===== src/rtl/isa_pkg.sv =====
// Shared definitions for the custom 10-bit ISA front end.
//
// Contents:
//   INSTR_W, IMEM_DEPTH, PC_W  default widths/depth used by the fetch unit
//   OPC_HALT                   full-word encoding of HALT (all zeros)
//   OPC_JUMP, OPC_BEQ          4-bit major opcodes in bits [9:6]
//   JUMP_TGT_MSB/LSB           bounds of the JUMP absolute target field
//   fetch_state_e              fetch FSM states
//   is_jump_op()               major-opcode test for JUMP
package isa_pkg;

    localparam int INSTR_W    = 10;
    localparam int IMEM_DEPTH = 64;
    localparam int PC_W       = 10;

    localparam logic [INSTR_W-1:0] OPC_HALT = 10'b0;
    localparam logic [3:0]         OPC_JUMP = 4'b1001;
    localparam logic [3:0]         OPC_BEQ  = 4'b1000;

    localparam int OPC_MSB      = 9;
    localparam int OPC_LSB      = 6;
    localparam int JUMP_TGT_MSB = 5;
    localparam int JUMP_TGT_LSB = 0;

    typedef enum logic {
        FETCH_RUN    = 1'b0,
        FETCH_HALTED = 1'b1
    } fetch_state_e;

    function automatic logic is_jump_op(input logic [INSTR_W-1:0] instr);
        return instr[OPC_MSB:OPC_LSB] == OPC_JUMP;
    endfunction

endpackage


===== src/rtl/program_counter.sv =====
// Program counter for the fetch stage.
//
// Holds the PC and selects the next value with priority
// reset > redirect > predecoded jump > increment > hold.
// Every new value is reduced modulo IMEM_DEPTH (a power of two), so the
// bits above log2(IMEM_DEPTH) are always zero.
//
// Ports:
//   clk_i              clock, rising edge
//   rst_n_i            synchronous active-low reset (PC -> 0)
//   redirect_i         load redirect_target_i
//   redirect_target_i  redirect destination (reduced modulo depth)
//   jump_i             load jump_target_i (fetch-side predecoded JUMP)
//   jump_target_i      jump destination (reduced modulo depth)
//   advance_i          increment with wrap
//   pc_o               current PC
module program_counter #(
    parameter int IMEM_DEPTH = 64,
    parameter int PC_W       = 10
) (
    input  logic            clk_i,
    input  logic            rst_n_i,
    input  logic            redirect_i,
    input  logic [PC_W-1:0] redirect_target_i,
    input  logic            jump_i,
    input  logic [PC_W-1:0] jump_target_i,
    input  logic            advance_i,
    output logic [PC_W-1:0] pc_o
);

    localparam logic [PC_W-1:0] PC_MASK = PC_W'(IMEM_DEPTH - 1);

    logic [PC_W-1:0] pc_q;
    logic [PC_W-1:0] pc_d;

    always_comb begin
        pc_d = pc_q;
        if (redirect_i) begin
            pc_d = redirect_target_i & PC_MASK;
        end else if (jump_i) begin
            pc_d = jump_target_i & PC_MASK;
        end else if (advance_i) begin
            pc_d = (pc_q + PC_W'(1)) & PC_MASK;
        end
    end

    always_ff @(posedge clk_i) begin
        if (!rst_n_i) begin
            pc_q <= '0;
        end else begin
            pc_q <= pc_d;
        end
    end

    assign pc_o = pc_q;

endmodule


===== src/rtl/instruction_fetch_unit.sv =====
// Fetch stage of the custom 10-bit ISA.
//
// Drives the instruction-memory read address from the PC, captures the
// asynchronously returned word into a one-entry instruction slot (IR) that
// decode accepts through IR_VALID/IR_READY, detects HALT (all-zero word)
// and follows redirects from execute.
//
// Optional build macro: JUMP_PREDECODE_EN
//   defined   - JUMP words are consumed in fetch and steer the PC directly;
//               they never reach IR and are not counted.
//   undefined - JUMP is forwarded like any other instruction.
//
// Ports:
//   CLK              clock, rising edge
//   RST_N            synchronous active-low reset
//   ADDRESS          instruction-memory read address (= PC)
//   INSTRUCTION      asynchronous read data for ADDRESS
//   IR / IR_PC       registered instruction and the address it came from
//   IR_VALID         IR holds an instruction not yet accepted
//   IR_READY         decode accepts IR this cycle
//   REDIRECT         execute requests a PC change
//   REDIRECT_TARGET  new PC (reduced modulo IMEM_DEPTH)
//   HALTED           HALT fetched, fetch stopped
//   FETCH_COUNT      completed IR handshakes, saturating
module instruction_fetch_unit #(
    parameter int IMEM_DEPTH = isa_pkg::IMEM_DEPTH,
    parameter int INSTR_W    = isa_pkg::INSTR_W,
    parameter int PC_W       = isa_pkg::PC_W,
    parameter int CNT_W      = 16
) (
    input  logic               CLK,
    input  logic               RST_N,
    output logic [PC_W-1:0]    ADDRESS,
    input  logic [INSTR_W-1:0] INSTRUCTION,
    output logic [INSTR_W-1:0] IR,
    output logic [PC_W-1:0]    IR_PC,
    output logic               IR_VALID,
    input  logic               IR_READY,
    input  logic               REDIRECT,
    input  logic [PC_W-1:0]    REDIRECT_TARGET,
    output logic               HALTED,
    output logic [CNT_W-1:0]   FETCH_COUNT
);

    import isa_pkg::*;

    fetch_state_e       state_q;
    logic [INSTR_W-1:0] ir_q;
    logic [PC_W-1:0]    ir_pc_q;
    logic               ir_valid_q;
    logic [CNT_W-1:0]   fetch_count_q;

    logic [PC_W-1:0]    pc;
    logic [PC_W-1:0]    jump_target;
    logic               acc;
    logic               load;
    logic               is_halt;
    logic               jump_take;
    logic               advance;

    assign acc     = ir_valid_q & IR_READY;
    // The slot can take a new word when it is empty or being drained now.
    assign load    = (state_q == FETCH_RUN) & (~ir_valid_q | IR_READY);
    assign is_halt = (INSTRUCTION == OPC_HALT);

    assign jump_target = PC_W'(INSTRUCTION[JUMP_TGT_MSB:JUMP_TGT_LSB]);

`ifdef JUMP_PREDECODE_EN
    assign jump_take = load & ~REDIRECT & is_jump_op(INSTRUCTION);
`else
    assign jump_take = 1'b0;
`endif

    // HALT freezes the PC on the HALT address; a jump is handled by the
    // jump path inside the PC instead of the increment.
    assign advance = load & ~is_halt & ~jump_take;

    program_counter #(
        .IMEM_DEPTH (IMEM_DEPTH),
        .PC_W       (PC_W)
    ) u_program_counter (
        .clk_i             (CLK),
        .rst_n_i           (RST_N),
        .redirect_i        (REDIRECT),
        .redirect_target_i (REDIRECT_TARGET),
        .jump_i            (jump_take),
        .jump_target_i     (jump_target),
        .advance_i         (advance),
        .pc_o              (pc)
    );

    always_ff @(posedge CLK) begin
        if (!RST_N) begin
            state_q    <= FETCH_RUN;
            ir_q       <= '0;
            ir_pc_q    <= '0;
            ir_valid_q <= 1'b0;
        end else if (REDIRECT) begin
            // Flush: whatever is on INSTRUCTION this cycle belongs to the
            // wrong path, including a speculatively fetched HALT.
            state_q    <= FETCH_RUN;
            ir_valid_q <= 1'b0;
        end else if (jump_take) begin
            // JUMP consumed in fetch; IR/IR_PC keep their old contents.
            ir_valid_q <= 1'b0;
        end else if (load) begin
            ir_q       <= INSTRUCTION;
            ir_pc_q    <= pc;
            ir_valid_q <= 1'b1;
            if (is_halt) begin
                state_q <= FETCH_HALTED;
            end
        end else if (acc) begin
            // Only reachable while halted: the HALT word drains out.
            ir_valid_q <= 1'b0;
        end
    end

    // Handshakes count even when a redirect flushes the slot that cycle.
    always_ff @(posedge CLK) begin
        if (!RST_N) begin
            fetch_count_q <= '0;
        end else if (acc && (fetch_count_q != '1)) begin
            fetch_count_q <= fetch_count_q + CNT_W'(1);
        end
    end

    assign ADDRESS     = pc;
    assign IR          = ir_q;
    assign IR_PC       = ir_pc_q;
    assign IR_VALID    = ir_valid_q;
    assign HALTED      = (state_q == FETCH_HALTED);
    assign FETCH_COUNT = fetch_count_q;

endmodule

===== config.mk =====
export PLATFORM = sky130hd
export DESIGN_NAME = instruction_fetch_unit
export DESIGN_NICKNAME = d
export VERILOG_FILES = /design/src/rtl/isa_pkg.sv /design/src/rtl/program_counter.sv /design/src/rtl/instruction_fetch_unit.sv
export SDC_FILE = /design/constraint.sdc
export NUM_CORES = 1
export LEC_CHECK = 0
export CAP_MARGIN = 30
export CORE_ASPECT_RATIO = 0.6
export CORE_MARGIN = 2
export CORE_UTILIZATION = 44
export DETAILED_ROUTE_END_ITERATION = 7
export PLACE_DENSITY = 0.75
export SKIP_CTS_REPAIR_TIMING = 1
export SLEW_MARGIN = 40
export SYNTH_ARGS = -nofsm -noshare
export SYNTH_HDL_FRONTEND = slang
export SYNTH_SLANG_ARGS = --single-unit

===== constraint.sdc =====
create_clock -name CLK -period 2 [get_ports CLK]
set_clock_uncertainty 0.05 [all_clocks]
set_input_delay 0.4 -clock CLK [delete_from_list [all_inputs] [get_ports CLK]]
set_output_delay 0.4 -clock CLK [all_outputs]
set_load 0.01 [all_outputs]

==> results.toml, run 1 <==
[run_status]
status = "completed"

[synthesis]
synthCells = 239
async_reset_ff_share_pct = 0
ys_ff_latch = 40
avgSynthCellArea_um2 = 8.24
syn_area_um2 = 1970
synthDistinctLibCells = 41
synth-seq-area-share_pct = 40.7
synth_edf_count = 0
synth_flop_cell = "dfxtp_1"
yosys_warnings = 0

[critical_path]
cpPeakStageDelay_ns = 0.47
crit_chain = "ha_1 > and3_4 > nor4b_4 > buf_4 > or4_1 > a21oi_1"
crit_fanout = 15
worstPathRequired_ns = 2.17
crit_type = "reg2reg"
endpoint_kind = "flop"
slowest_stage = "or4_1"
cp-start-kind = "flop"
cp.arrival_ns = 2.04

[timing]
hold_slack_ns = 0.426
rsz0062_at_grt = "false"
min_period_over_period_pct = 94.0
hold_violations = 0
setup_violations = 0
timing.fmax_mhz = 532
drv_slew = 0
fin_crit_ns = 1.88

[global_route]
grt_max_degree = 32
grt_pass1_wl_um = 9070
track_usage_pct = 22.2
grt_overflow = 0
antenna_found_initial = 0
first_global_vias = 1803

[clocking]
path_clk_slew_ns = 0.07
root_buffer = "clkbuf_8"
htreeDepth = 2
clkLatencyLatePin_ns = 0.29
cts_tree = "yes"
cts_sinks = 40
cts_made_buffers = 5
cts.path.max_buffers = 2

[die]
fp.dieH_um = 55.8
rows = 18
ios = 72
die_area_um2 = 5040
start_util_pct = 46.8
die_w_um = 90.4
placeableCoreArea_um2 = 4210

[power]
power_uw = 1610
power_density_nw_per_um2 = 575
peakVddDrop_mv = 0.351
leakage_uw = 0.00100

[cells_and_area]
nets = 337
areaGrowthSynthToFinish_pct = 42.2
fin_util_pct = 66.5
drive_gt1_share_pct = 11.6
diodes = 0
post_layout_nonfiller_instances = 371

[drt]
via_per_inst = 5.50
routedWlPerCell_um = 15.0
drc = 0
drt_iter0_drc = 80
drt-total-wl_um = 5580
firstDrtPassIters = 4
antenna_left = 0
routed-via-count = 2042

[place]
dp_hpwl_um = 3960
gp_congestion = 0.780
dp.cells = 364
portBuffers = 59

[flow_run]
max_cap_viol_count = 0

[hold_path]
holdCritPathClass = "reg2reg"
==> metrics by stage <==
stage / area [um2] / setup TNS, ns / worst slack [ns]
after detailed placement: 2720 / -0.783 / -0.135
after global placement: 2720 / -0.298 / -0.0926
after floorplan: 2000 / 0 / 0.254
after CTS: 2790 / 0 / 0.129
after global routing: 2800 / 0 / 0.0342
final: 2800 / 0 / 0.120
==> routing by layer <==
layer	routed length [um]	track usage, %
met2	2370	31.5
met4	53	6.15
met1	2780	33.6
met5	0	0
met3	373	4.88
==> cell usage in the layout, fill, tap and decap left out, drive strengths merged, types with 2 or more instances in the layout <==
| cell type | instances |
|---|---|
| nor3 | 4 |
| and4 | 4 |
| o31ai | 7 |
| nor2 | 7 |
| clkbuf | 6 |
| ha | 2 |
| conb | 8 |
| nand2b | 5 |
| a31oi | 4 |
| o21a | 3 |
| nor2b | 2 |
| nor4 | 4 |
| nand4 | 8 |
| clkdlybuf4s50 | 59 |
| o31a | 2 |
| o21ai | 27 |
| and3 | 3 |
| a21oi | 32 |
| dfxtp | 40 |
| or4 | 7 |
| inv | 3 |
| or3 | 6 |
| nand3 | 8 |
| nand2 | 26 |
| buf | 22 |
| o311a | 2 |
==> where the power goes <==
part,internal (uW),switching (uW)
Combinational,134,114
Sequential,824,26.4
Clock,237,272
==> cells in the mapped netlist, types with 2 or more instances <==
cell	number	area, um2
dfxtp_1	40	801
a21oi_1	32	160
nand2_1	26	97.6
o21ai_0	23	115
clkbuf_1	10	37.5
buf_4	8	60.1
nand3_1	8	40.0
nand4_1	7	43.8
nor2_1	7	26.3
o31ai_1	7	52.6
or4_1	7	52.6
or3_1	6	37.5
nand2b_1	5	31.3
a31oi_1	4	25.0
nor4_1	4	25.0
o21ai_1	4	20.0
and4_1	3	26.3
buf_2	3	15.0
inv_1	3	11.3
nor3_1	3	15.0
o21a_1	3	22.5
and3_1	2	12.5
buf_6	2	22.5
ha_1	2	25.0
nor2b_1	2	12.5
o311a_1	2	20.0
o31a_1	2	17.5
==> state kept, by name, indices dropped and copies added, names as in the netlist <==
name                    count
HALTED                      1
u_program_counter.pc_o      6
IR_PC                       6
IR                         10
IR_VALID                    1
FETCH_COUNT                16
==> area by class of cell <==
type | instances | area, um2
repair buffers | 81 | 781
multi-input cells | 180 | 1050
well taps | 60 | 75.1
inverters | 3 | 11.3
clock buffers | 6 | 72.6
flip-flops and latches | 40 | 801
fillers | 390 | 1410
clock inverters | 1 | 5.00
==> cell families after synthesis <==
logic type      count (synthesis)  share of synthesized area, %
simple gates                   87                          25.5
compound gates                 81                          24.0
flops                          40                          40.7
buf+inv                        26                          7.43
fa+ha+maj                       2                          1.27
other cells                     1                         0.190
xor+xnor                        1                         0.445
mux                             1                         0.508
==> final timing paths <==
path                                      from             end  slack (ns)  cells past startpoint
worst max-delay path            FETCH_COUNT[1]  FETCH_COUNT[5]        0.12                      6
worst min-delay path                     IR[8]           IR[8]        0.43                      2
worst max register to register  FETCH_COUNT[1]  FETCH_COUNT[5]        0.12                      6
worst min register to register           IR[8]           IR[8]        0.43                      2
==> worst max-delay path: cells and delay by family (launching register included) <==
kind                     cells  cell delay, ns
AND/OR/NAND/NOR              3            0.82
buffers and inverters        1            0.19
adder cells (fa/ha/maj)      1            0.23
flip-flops                   1            0.36
AO/OA/AOI/OAI                1            0.16
(Power assumes the default switching activity.)
==> run 2, diff against run 1 <==
--- a/config.mk
+++ b/config.mk
@@ -10,6 +10,7 @@
 export CORE_MARGIN = 2
 export CORE_UTILIZATION = 44
 export DETAILED_ROUTE_END_ITERATION = 7
+export HOLD_SLACK_MARGIN = 0.15
 export PLACE_DENSITY = 0.75
 export SKIP_CTS_REPAIR_TIMING = 1
 export SLEW_MARGIN = 40
==> results of run 2 <==
Final layout, timing and power as in run 1 (identical DEF).
==> run 3, diff against run 2 <==
--- a/config.mk
+++ b/config.mk
@@ -12,6 +12,7 @@
 export DETAILED_ROUTE_END_ITERATION = 7
 export HOLD_SLACK_MARGIN = 0.15
 export PLACE_DENSITY = 0.75
+export REMOVE_ABC_BUFFERS = 1
 export SKIP_CTS_REPAIR_TIMING = 1
 export SLEW_MARGIN = 40
 export SYNTH_ARGS = -nofsm -noshare
==> run 3 against run 2 <==
Worst setup slack improved by 0.012 ns. Non-clock buffer count decreased by 4. Critical path type unchanged. Sequential cell count is the same. Global-route usage down 2.8 points. Register-to-register slack is essentially flat. First-iteration DRC count increased by 7.5%. Combinational power is 8.5% lower.
==> results.toml, run 3 (same netlist as run 1, synthesis figures left out) <==
[critical_path]
worstPathRequired_ns = 2.17
cp.arrival_ns = 2.04
cp-start-kind = "flop"
r2r_start = "FETCH_COUNT[0]"
endpoint_kind = "flop"
crit_type = "reg2reg"
startpoint = "FETCH_COUNT[0]"
crit_fanout = 13

[drt]
drt-total-wl_um = 5040
via_per_inst = 5.43
routed-via-count = 1994
antenna_left = 0
firstDrtPassIters = 4
drt_iter0_drc = 86
routedWlPerCell_um = 13.7
drc = 0

[timing]
hold_violations = 0
drv_slew = 0
min_period_over_period_pct = 93.4
setup_violations = 0
fin_crit_ns = 1.87
timing.fmax_mhz = 535
hold_slack_ns = 0.428
rsz0062_at_grt = "false"

[die]
ios = 72
start_util_pct = 46.8
fp.dieH_um = 55.8
rows = 18
placeableCoreArea_um2 = 4210
die_area_um2 = 5040
die_w_um = 90.4

[cells_and_area]
layout_common_cells = "59 x clkdlybuf4s50_1, 40 x dfxtp_1, 32 x a21oi_1, 26 x nand2_1, 23 x o21ai_0"
drive_gt1_share_pct = 10.1
largest_reg_flops = 16
nets = 333
diodes = 0
n_fill_cell = 391
final_common_cell = "clkdlybuf4s50_1"
areaGrowthSynthToFinish_pct = 39.1
fin_util_pct = 65.1

[run_status]
status = "completed"

[clocking]
cts_sinks = 40
cts_made_buffers = 5
htreeDepth = 2
path_clk_slew_ns = 0.08
cts.path.max_buffers = 2
cts_tree = "yes"
root_buffer = "clkbuf_8"
clkLatencyLatePin_ns = 0.28

[hold_path]
holdCritPathClass = "reg2reg"
min_from = "IR_PC[4]"

[place]
portBuffers = 59
gp_congestion = 0.799
dp_hpwl_um = 3720

[global_route]
first_global_vias = 1674
grt_max_degree = 20
antenna_found_initial = 0
grt_overflow = 0
grt_pass1_wl_um = 8090
track_usage_pct = 19.4

[power]
power_density_nw_per_um2 = 577
peakVddDrop_mv = 0.389
leakage_uw = 0.000973

[flow_run]
max_cap_viol_count = 0
## run 3: cell count changes in the layout (fill, tap and decap cells not counted)
| cell | change |
|---|---|
| a21oi_1 | +1 |
| a21oi_2 | -1 |
| and4_1 | -1 |
| and4_2 | +1 |
| buf_12 | -2 |
| buf_4 | -2 |
| nand2b_1 | +1 |
| nand2b_2 | -1 |
## run 3: layout make-up
cell class                      count  area (um2)  area share, %
Clock buffer                        6        72.6           2.65
Clock inverter                      1        5.00          0.183
Inverter                            3        11.3          0.411
Multi-Input combinational cell    180        1050           38.3
Sequential cell                    40         801           29.2
Tap cell                           60        75.1           2.74
Timing Repair Buffer               77         726           26.5
## run 3: final timing paths
path / cells after the start / to / slack [ns]
max: 6 / FETCH_COUNT[7] / 0.13
min: 2 / IR_PC[4] / 0.43
max reg2reg: 6 / FETCH_COUNT[7] / 0.13
min reg2reg: 2 / IR_PC[4] / 0.43
## run 3: stage by stage
step                      area (um2)  cells  worst slack (ns)  setup TNS [ns]  total power, uW
after floorplan                 1860    223             0.157               0              951
after global placement          2660    360            -0.153          -0.549             1090
after detailed placement        2660    360            -0.206          -0.968             1090
after CTS                       2740    367            0.0963               0             1590
after global routing            2740    367            0.0117               0             1650
final                           2740    367             0.132               0             1580
## run 3: routing by layer
metal | track usage (%) | up-vias | share of wire (%) | wire length, um
li1 | - | 1005 | - | -
met1 | 30.1 | 926 | 52 | 2620
met2 | 26.0 | 61 | 41 | 2060
met3 | 5.56 | 2 | 6.9 | 348
met4 | 4.62 | 0 | 0.28 | 14
met5 | 0 | - | 0 | 0
## run 3: critical path, cell delays in order, from the launching register on
cell and delay [ns]:
dfxtp_1 0.36, ha_1 0.25, and3_4 0.21, nor4b_4 0.13, buf_4 0.18, or4_1 0.47
a21oi_1 0.14
## run 3: power by group
part / internal (uW) / switching (uW)
Combinational: 122 / 106
Clock: 237 / 267
Sequential: 824 / 24.8
Total: 1180 / 397
